--- src/rtl/board_pkg.sv ---
// Shared constants and types for the board randomizer: size/colour limits,
// LFSR polynomial and seed, and the fill FSM state encoding.
package board_pkg;

   localparam int          MAX_SIZE   = 26;
   localparam int          ADDR_W     = 10;
   localparam int          COLOR_W    = 3;
   localparam int          MIN_SIZE   = 2;
   localparam int          MIN_COLORS = 3;
   localparam int          MAX_COLORS = 8;
   localparam logic [15:0] LFSR_MASK  = 16'hB400;
   localparam logic [15:0] SEED       = 16'hACE1;

   typedef enum logic [1:0] {
      IDLE  = 2'd0,
      LATCH = 2'd1,
      FILL  = 2'd2,
      DONE  = 2'd3
   } state_t;

endpackage

--- src/rtl/board_rand_if.sv ---
// Request/ready handshake with the selection block plus the board memory
// write port. The selection block holds INITIALIZE_BOARD high until it sees
// BOARD_READY; BOARD_READY stays high until INITIALIZE_BOARD falls.
interface board_rand_if #(
   parameter int ADDR_W  = board_pkg::ADDR_W,
   parameter int COLOR_W = board_pkg::COLOR_W
);

   logic               INITIALIZE_BOARD;
   logic [4:0]         final_SIZE;
   logic [3:0]         final_COLOR_NUM;
   logic               BOARD_READY;
   logic               WR_EN;
   logic [ADDR_W-1:0]  WR_ADDR;
   logic [COLOR_W-1:0] WR_COLOR;

   modport master (
      output INITIALIZE_BOARD, final_SIZE, final_COLOR_NUM,
      input  BOARD_READY, WR_EN, WR_ADDR, WR_COLOR
   );

   modport slave (
      input  INITIALIZE_BOARD, final_SIZE, final_COLOR_NUM,
      output BOARD_READY, WR_EN, WR_ADDR, WR_COLOR
   );

endinterface

--- src/rtl/board_rand_lfsr16.sv ---
// Free-running 16-bit Galois LFSR; advances every cycle out of reset and
// never reaches zero from a non-zero seed.
module lfsr16 #(
   parameter logic [15:0] MASK = board_pkg::LFSR_MASK,
   parameter logic [15:0] SEED = board_pkg::SEED
) (
   input  logic        clk,
   input  logic        rst_n,
   output logic [15:0] lfsr_o
);

   logic [15:0] lfsr_q, lfsr_d;

   always_comb begin
      lfsr_d = (lfsr_q >> 1) ^ (lfsr_q[0] ? MASK : 16'h0000);
   end

   always_ff @(posedge clk or negedge rst_n) begin
      if (!rst_n) lfsr_q <= SEED;
      else        lfsr_q <= lfsr_d;
   end

   assign lfsr_o = lfsr_q;

endmodule

--- src/rtl/board_rand.sv ---
// Board randomizer: on request, clamps and latches board size/colour count,
// then writes one scaled pseudo-random colour per cell, one cell per clock.
module board_rand #(
   parameter int          MAX_SIZE = board_pkg::MAX_SIZE,
   parameter int          ADDR_W   = board_pkg::ADDR_W,
   parameter int          COLOR_W  = board_pkg::COLOR_W,
   parameter logic [15:0] SEED     = board_pkg::SEED
) (
   input  logic              MASTER_CLOCK,
   input  logic              RESET_N,
   board_rand_if.slave       bus,
   output board_pkg::state_t dbg_state,
   output logic [15:0]       dbg_lfsr
);

   import board_pkg::*;

   state_t             state_q, state_d;
   logic [4:0]         size_q, size_d;
   logic [3:0]         colors_q, colors_d;
   logic [ADDR_W:0]    n_q, n_d;
   logic               wr_en_q, wr_en_d;
   logic [ADDR_W-1:0]  wr_addr_q, wr_addr_d;
   logic [COLOR_W-1:0] wr_color_q, wr_color_d;
   logic               ready_q, ready_d;

   logic [15:0]        lfsr;
   logic [4:0]         size_clamp;
   logic [3:0]         colors_clamp;
   logic [ADDR_W:0]    size_ext;
   logic [11:0]        prod;
   logic [COLOR_W-1:0] color_scaled;
   logic               last_cell;
   logic               unused_prod;

   lfsr16 #(.MASK(LFSR_MASK), .SEED(SEED)) u_lfsr (
      .clk    (MASTER_CLOCK),
      .rst_n  (RESET_N),
      .lfsr_o (lfsr)
   );

   // Clamp, scale and last-cell detection are pure datapath.
   always_comb begin
      size_clamp = bus.final_SIZE;
      if (bus.final_SIZE < 5'(MIN_SIZE))      size_clamp = 5'(MIN_SIZE);
      else if (bus.final_SIZE > 5'(MAX_SIZE)) size_clamp = 5'(MAX_SIZE);

      colors_clamp = bus.final_COLOR_NUM;
      if (bus.final_COLOR_NUM < 4'(MIN_COLORS))      colors_clamp = 4'(MIN_COLORS);
      else if (bus.final_COLOR_NUM > 4'(MAX_COLORS)) colors_clamp = 4'(MAX_COLORS);

      size_ext = (ADDR_W+1)'(size_q);
      // Scaling by multiply-and-shift keeps every cell to a single cycle and
      // always lands in 0..colors-1.
      prod         = {4'b0000, lfsr[7:0]} * {8'h00, colors_q};
      color_scaled = prod[8 +: COLOR_W];
      last_cell    = (({1'b0, wr_addr_q} + (ADDR_W+1)'(1)) == n_q);
   end

   assign unused_prod = ^prod;

   always_comb begin
      state_d    = state_q;
      size_d     = size_q;
      colors_d   = colors_q;
      n_d        = n_q;
      wr_en_d    = 1'b0;
      wr_addr_d  = '0;
      wr_color_d = '0;
      ready_d    = 1'b0;
      case (state_q)
         IDLE: begin
            if (bus.INITIALIZE_BOARD) begin
               state_d  = LATCH;
               size_d   = size_clamp;
               colors_d = colors_clamp;
            end
         end
         LATCH: begin
            n_d        = size_ext * size_ext;
            state_d    = FILL;
            wr_en_d    = 1'b1;
            wr_color_d = color_scaled;
         end
         FILL: begin
            if (!bus.INITIALIZE_BOARD) begin
               state_d = IDLE;
            end else if (last_cell) begin
               state_d = DONE;
               ready_d = 1'b1;
            end else begin
               wr_en_d    = 1'b1;
               wr_addr_d  = wr_addr_q + ADDR_W'(1);
               wr_color_d = color_scaled;
            end
         end
         DONE: begin
            if (!bus.INITIALIZE_BOARD) state_d = IDLE;
            else                       ready_d = 1'b1;
         end
         default: state_d = IDLE;
      endcase
   end

   always_ff @(posedge MASTER_CLOCK or negedge RESET_N) begin
      if (!RESET_N) begin
         state_q    <= IDLE;
         size_q     <= 5'(MIN_SIZE);
         colors_q   <= 4'(MIN_COLORS);
         n_q        <= '0;
         wr_en_q    <= 1'b0;
         wr_addr_q  <= '0;
         wr_color_q <= '0;
         ready_q    <= 1'b0;
      end else begin
         state_q    <= state_d;
         size_q     <= size_d;
         colors_q   <= colors_d;
         n_q        <= n_d;
         wr_en_q    <= wr_en_d;
         wr_addr_q  <= wr_addr_d;
         wr_color_q <= wr_color_d;
         ready_q    <= ready_d;
      end
   end

   assign bus.BOARD_READY = ready_q;
   assign bus.WR_EN       = wr_en_q;
   assign bus.WR_ADDR     = wr_addr_q;
   assign bus.WR_COLOR    = wr_color_q;
   assign dbg_state       = state_q;
   assign dbg_lfsr        = lfsr;

endmodule

--- src/flat_wrapper.sv ---
// flat-port wrapper written by rule: the top's interface ports become plain ports
module board_rand_flat import board_pkg::*;
#(
   parameter int          MAX_SIZE = board_pkg::MAX_SIZE,
   parameter int          ADDR_W   = board_pkg::ADDR_W,
   parameter int          COLOR_W  = board_pkg::COLOR_W,
   parameter logic [15:0] SEED     = board_pkg::SEED
)
  (MASTER_CLOCK, RESET_N, dbg_state, dbg_lfsr, bus_INITIALIZE_BOARD, bus_final_SIZE, bus_final_COLOR_NUM, bus_BOARD_READY, bus_WR_EN, bus_WR_ADDR, bus_WR_COLOR);
  board_rand_if #(.ADDR_W(ADDR_W), .COLOR_W(COLOR_W)) bus_i ();
  input  logic MASTER_CLOCK;
  input  logic RESET_N;
  output board_pkg::state_t dbg_state;
  output logic [15:0] dbg_lfsr;
  input wire logic [$bits(bus_i.INITIALIZE_BOARD)-1:0] bus_INITIALIZE_BOARD;
  input wire logic [$bits(bus_i.final_SIZE)-1:0] bus_final_SIZE;
  input wire logic [$bits(bus_i.final_COLOR_NUM)-1:0] bus_final_COLOR_NUM;
  output wire logic [$bits(bus_i.BOARD_READY)-1:0] bus_BOARD_READY;
  output wire logic [$bits(bus_i.WR_EN)-1:0] bus_WR_EN;
  output wire logic [$bits(bus_i.WR_ADDR)-1:0] bus_WR_ADDR;
  output wire logic [$bits(bus_i.WR_COLOR)-1:0] bus_WR_COLOR;
  assign bus_i.INITIALIZE_BOARD = bus_INITIALIZE_BOARD;
  assign bus_i.final_SIZE = bus_final_SIZE;
  assign bus_i.final_COLOR_NUM = bus_final_COLOR_NUM;
  assign bus_BOARD_READY = bus_i.BOARD_READY;
  assign bus_WR_EN = bus_i.WR_EN;
  assign bus_WR_ADDR = bus_i.WR_ADDR;
  assign bus_WR_COLOR = bus_i.WR_COLOR;
  board_rand #(.MAX_SIZE(MAX_SIZE), .ADDR_W(ADDR_W), .COLOR_W(COLOR_W), .SEED(SEED)) u_core (.MASTER_CLOCK(MASTER_CLOCK), .RESET_N(RESET_N), .bus(bus_i), .dbg_state(dbg_state), .dbg_lfsr(dbg_lfsr));
endmodule
--- config.mk ---
export PLATFORM = sky130hd
export DESIGN_NAME = board_rand_flat
export DESIGN_NICKNAME = d
export VERILOG_FILES = /design/src/rtl/board_pkg.sv /design/src/rtl/board_rand_if.sv /design/src/rtl/board_rand_lfsr16.sv /design/src/rtl/board_rand.sv /design/src/flat_wrapper.sv
export SDC_FILE = /design/constraint.sdc
export NUM_CORES = 1
export LEC_CHECK = 0
export CAP_MARGIN = 10
export CORE_MARGIN = 2
export CORE_UTILIZATION = 35
export DETAILED_ROUTE_END_ITERATION = 10
export PLACE_DENSITY_LB_ADDON = 0.15
export SLEW_MARGIN = 20
export SYNTH_ARGS = -nofsm -noshare
export SYNTH_HDL_FRONTEND = slang
export SYNTH_SLANG_ARGS = --single-unit
--- constraint.sdc ---
create_clock -name MASTER_CLOCK -period 10.8 [get_ports MASTER_CLOCK]
set_input_delay 1.62 -clock MASTER_CLOCK [delete_from_list [all_inputs] [get_ports MASTER_CLOCK]]
set_output_delay 1.62 -clock MASTER_CLOCK [all_outputs]
set_load 0.01 [all_outputs]
==> results.toml, run 1 <==
[run_status]
outcome = "completed"

[worst_setup_path]
end_kind = "register"
worst_setup_path_start_kind = "register"
critPathKind = "reg2reg"
cp_slowest_cell = "dfstp_2"
path_max_fanout = 9
worstSetupStartpoint = "u_core.size_q[1]$_DFFE_PN1P_"
path_cells = "nand2_1, fa_1, fa_1, inv_1, ha_1, a31o_2, ha_1, a21oi_1, o21bai_1, a21oi_1, xnor2_1, mux2_2"
crit_arrival_ns = 3.76
cpPeakStageDelay_ns = 0.62
crit_required_ns = 11.00
timing.rr.start = "u_core.size_q[1]$_DFFE_PN1P_"

[yosys]
syn-num-nets = 400
synthCells = 346
synthArstFlopShare = 1.000
netlist_area_um2 = 3525
syn_avg_cell_area_um2 = 10.19
synth-edff-count = 0
ys_seq_area_frac = 0.3660
yosysWarningCount = 0
ys_ff_latch = 51
ys_types = 50
synthFlopType = "dfrtp_1"

[timing]
hold_viol = 0
fin_tns_setup_ns = 0
rsz0062_at_grt = "false"
slew_viol_final = 0
min_period_ns = 3.565
setup_viol = 0
fin_hold_ws_ns = 0.3847
tightest_slew_ns = 0.8459
fmax_mhz = 280.5
finalCritPeriodShare = 0.3301
maxSlewHeadroom = 0.4341
finClkSkew_ns = 0.007735

[clock_tree]
cts_sinks = 51
cts_max_path_buffers = 2
cts_resized = 0
root_buffer = "clkbuf_8"
cts-buffers-inserted = 5
cts_hold_buf = 0
clock_latency_ns = 0.30
htree_levels = 2
cts_tree = "built"
cts_setup_buffers = 0
clk_pin_slew_worst_paths_ns = 0.10

[grt]
grt_max_degree = 52
grt_pass1_vias = 2491
gr-total-overflow = 0
antenna_found_initial = 0
grt_pass1_wl_mm = 11.78
track_usage = 0.1307

[hold_path]
holdCritStartpoint = "u_core.u_lfsr.lfsr_o[9]$_DFF_PN0_"
hold_path.class = "reg2reg"

[cells_and_area]
design_area_um2 = 4106
drive_gt1_frac = 0.09549
diodes = 0
layout_common_cells = "clkdlybuf4s50_1, dfrtp_1, inv_1, nand2_1, ha_1"
nFillCells = 974
nets = 430
multi_input_area_um2 = 1971
area_growth_syn_to_layout_pct = 16.51
final_common_cell = "clkdlybuf4s50_1"
regArea_um2 = 1290

[route]
topRoutingLayerUsed = "met4"
met1Wirelength_mm = 3.371
dr.pass1.iters = 4
finalWirelength_mm = 6.571
vias = 2403
via_per_inst = 4.712
drtIter0Drc = 56
drc = 0
met3_length_um = 206
ant_nets = 0
wl_met2_mm = 2.927
wl_per_cell_um = 12.88

[place]
port_buffers = 44
gp_congestion = 0.7779
hpwlAfterDp_mm = 5.089
placed_area_um2 = 3990

[floorplanning]
dieArea_um2 = 10890
start_util = 0.3606
core-area_um2 = 9774
rows = 36
fp.dieH_um = 104.4
ios = 45
dieWidth_um = 104.4

[power]
power.total_mw = 0.7773
p_leak_nw = 1.919
power-per-cell-area_nw_per_um2 = 189.3
ir_drop_mv = 0.08074

[flow_run]
maxCapViolCount = 0
[area by class of cell]
cell class	count	share of cell area
Multi-Input combinational cell	241	0.4799
Timing Repair Buffer	45	0.1079
Inverter	32	0.02925
Sequential cell	51	0.3141
Clock buffer	5	0.01676
Tap cell	133	0.04052
Clock inverter	3	0.01158
[final timing paths]
| check | endpoint | slack [ns] | cells after the start |
|---|---|---|---|
| max | u_core.n_q[8]$_DFFE_PN0P_ | 7.24 | 12 |
| min | u_core.u_lfsr.lfsr_o[8]$_DFF_PN0_ | 0.38 | 0 |
| max reg2reg | u_core.n_q[8]$_DFFE_PN0P_ | 7.24 | 12 |
| min reg2reg | u_core.u_lfsr.lfsr_o[8]$_DFF_PN0_ | 0.38 | 0 |
| max in group asynchronous | u_core.colors_q[3]$_DFFE_PN0P_ | 8.96 | 2 |
| min in group asynchronous | u_core.bus.WR_ADDR[3]$_DFF_PN0_ | 1.41 | 2 |
[sequential cells by signal, summed over array words and instances, names as in the netlist]
register	count
u_core.u_lfsr.lfsr_o	16
u_core.bus.BOARD_READY	1
u_core.dbg_state	2
u_core.bus.WR_COLOR	3
u_core.bus.WR_ADDR	10
u_core.size_q	5
u_core.colors_q	4
u_core.bus.WR_EN	1
u_core.n_q	9
[metrics by stage]
step           utilization  setup WS (ns)  std cells
6_report            0.4201          7.235        510
5_1_grt             0.4201          7.041        510
4_1_cts             0.4201          7.242        510
3_5_place_dp        0.4082          7.259        502
3_3_place_gp        0.4082          7.333        502
2_1_floorplan            -          7.246        346
[power breakdown]
group,switching [mW],internal (mW),total [mW]
Sequential,0.0577,0.235,0.293
Combinational,0.176,0.170,0.346
Clock,0.0681,0.0703,0.138
Total,0.302,0.475,0.777
[kinds of logic after synthesis]
family / Yosys count / share of synthesized area
simple gates: 104 / 0.1544
buf+inv: 54 / 0.07490
compound gates: 53 / 0.1058
flops: 51 / 0.3660
fa+ha+maj: 42 / 0.1789
xor+xnor: 30 / 0.08235
mux: 12 / 0.03763
[per-layer routing]
metal,vias up,global-route usage
li1,1203,-
met1,1149,0.1802
met2,46,0.2120
met3,5,0.02130
met4,0,0.03668
met5,-,0
[synthesized netlist by cell type (10+ instances only)]
library cell,count,share of area
buf_4,14,0.030
nand2_1,32,0.034
nor2_1,18,0.019
inv_1,32,0.034
dfstp_2,11,0.082
xor2_1,11,0.027
a21oi_1,17,0.024
ha_1,28,0.099
dfrtp_1,40,0.28
xnor2_1,17,0.042
fa_1,14,0.080
and2_1,25,0.044
mux2_2,10,0.032
[worst max-delay path: cells and delay by family, from the launching register on]
kind / cells / cell delay (ns)
AND/OR/NAND/NOR: 1 / 0.12
buffers and inverters: 1 / 0.04
XOR/XNOR: 1 / 0.08
AO/OA/AOI/OAI: 4 / 0.76
flip-flops: 1 / 0.62
adder cells (fa/ha/maj): 4 / 1.58
multiplexers: 1 / 0.26
Note: power is estimated with default switching activity, not from simulation.
==> inputs of run 2 (changes only) <==
- clock period: 10.8 -> 3.4 ns (I/O delays scaled with it)
==> results.toml, run 2 (synthesis results as in run 1) <==
[route]
dr.pass1.iters = 4
wl_per_cell_um = 12.97
drtIter0Drc = 49
ant_nets = 0
vias = 2490
via_per_inst = 4.734
drc = 0
finalWirelength_mm = 6.824

[grt]
grt_max_degree = 32
grt_pass1_vias = 2415
antenna_found_initial = 0
track_usage = 0.1285
grt_pass1_wl_mm = 11.63
gr-total-overflow = 0

[worst_setup_path]
cp_top_family = "adder cells"
crit_cells = 12
path_cells = "nand2_4, fa_1, fa_1, inv_1, ha_1, a31o_4, ha_4, nand3_1, o2111ai_1, a21oi_1, xor2_1, mux2_2"
path_max_fanout = 4
crit_buf_inv = 1
cp_slowest_cell = "dfstp_2"
worstSetupStartpoint = "u_core.size_q[1]$_DFFE_PN1P_"
crit_required_ns = 3.59
crit_arrival_ns = 3.50
cpMostUsedCell = "fa_1"
end_kind = "register"
worst_setup_path_start_kind = "register"
cpPeakStageDelay_ns = 0.56
r2r_cells = 12
critPathKind = "reg2reg"
timing.rr.start = "u_core.size_q[1]$_DFFE_PN1P_"

[place]
dp.cells = 515
hpwlAfterDp_mm = 5.352
gp_congestion = 0.8163
port_buffers = 44

[timing]
tightest_slew_ns = 0.7081
setup_viol = 0
fin_hold_ws_ns = 0.2380
min_period_ns = 3.302
slew_viol_final = 0
maxSlewHeadroom = 0.5279
finClkSkew_ns = 0.01090
finalCritPeriodShare = 0.9711
fmax_mhz = 302.9
hold_viol = 0

[clock_tree]
cts-buffers-inserted = 5
root_buffer = "clkbuf_8"
htree_levels = 2
clk_pin_slew_worst_paths_ns = 0.10
cts_max_path_buffers = 2
cts_tree = "built"
clock_latency_ns = 0.31
cts_sinks = 51

[power]
power-per-cell-area_nw_per_um2 = 628.1
p_int_mw = 1.672
p_sw_frac = 0.3801
power.share.clock = 0.159
seqPwrFrac = 0.326
p_leak_nw = 2.001
p_comb_frac = 0.515
p_switching_mw = 1.025
ir_drop_mv = 0.3010
power.total_mw = 2.698

[run_status]
outcome = "completed"

[cells_and_area]
final_cells = 526
drive_gt1_frac = 0.1603
multi_input_area_um2 = 2044
diodes = 0
area_growth_syn_to_layout_pct = 21.87
nets = 446
largest_register_ffs = 16
regArea_um2 = 1291
layout_common_cells = "clkdlybuf4s50_1, dfrtp_1, inv_1"
final_common_cell = "clkdlybuf4s50_1"
nFillCells = 957

[floorplanning]
fp.dieH_um = 104.4
rows = 36
ios = 45
start_util = 0.3606
dieArea_um2 = 10890
core-area_um2 = 9774
dieWidth_um = 104.4

[hold_path]
hold_path.class = "in2async"

[flow_run]
maxCapViolCount = 0
## run 2: cell count changes in the layout (fill, tap and decap cells not counted), moves of 2 or more
| cell | change |
|---|---|
| buf_4 | +16 |
| a21oi_2 | +2 |
| ha_4 | +2 |
| ha_1 | -2 |
| a21oi_1 | -2 |
## run 2: final timing paths
path | to | slack, ns
max | u_core.n_q[9]$_DFFE_PN0P_ | 0.1
min | u_core.bus.WR_ADDR[0]$_DFF_PN0_ | 0.24
max reg2reg | u_core.n_q[9]$_DFFE_PN0P_ | 0.1
min reg2reg | u_core.u_lfsr.lfsr_o[8]$_DFF_PN0_ | 0.38
max in group asynchronous | u_core.u_lfsr.lfsr_o[15]$_DFF_PN1_ | 2.34
min in group MASTER_CLOCK | u_core.u_lfsr.lfsr_o[8]$_DFF_PN0_ | 0.38
## run 2: layer usage
layer | wire length [um] | up-vias | GRT usage | share of wire
li1 | - | 1235 | - | -
met1 | 3421 | 1195 | 0.1830 | 0.50
met2 | 3040 | 54 | 0.2017 | 0.45
met3 | 296 | 6 | 0.02506 | 0.043
met4 | 66 | 0 | 0.02896 | 0.0097
met5 | 0 | - | 0 | 0
## run 2: area by class of cell
| class | instances | share of cell area |
|---|---|---|
| multi-input cells | 241 | 0.4760 |
| clock inverters | 2 | 0.008739 |
| repair buffers | 61 | 0.1311 |
| clock buffers | 6 | 0.01689 |
| flip-flops and latches | 51 | 0.3006 |
| well taps | 133 | 0.03874 |
| inverters | 32 | 0.02796 |
## run 2: metrics by stage
stage	util	instance area [um^2]	worst slack [ns]	TNS [ns]
finish	0.4395	4295	0.09841	0
global route	0.4395	4295	-0.002546	-0.002546
CTS	0.4329	4232	0.002496	0
detailed placement	0.4201	4106	-0.03037	-0.03037
global placement	0.4201	4106	0.06133	0
floorplan	-	3545	0.01882	0
## run 2: power groups by stage
stage / clock network (mW) / logic, mW / registers [mW]
2_1_floorplan: 0 / 0.958 / 0.870
3_5_place_dp: 0 / 1.31 / 0.892
5_1_grt: 0.465 / 1.56 / 0.902
4_1_cts: 0.448 / 1.33 / 0.878
3_3_place_gp: 0 / 1.30 / 0.885
6_report: 0.429 / 1.39 / 0.879
## run 2: what timing repair did
action | CTS | global route
pin swaps | 1 | 12
resized for setup | 1 | 11
gates cloned | 0 | 0
hold buffers | 0 | 0
endpoints found under the setup margin | 1 | 5
buffers inserted | 1 | 2
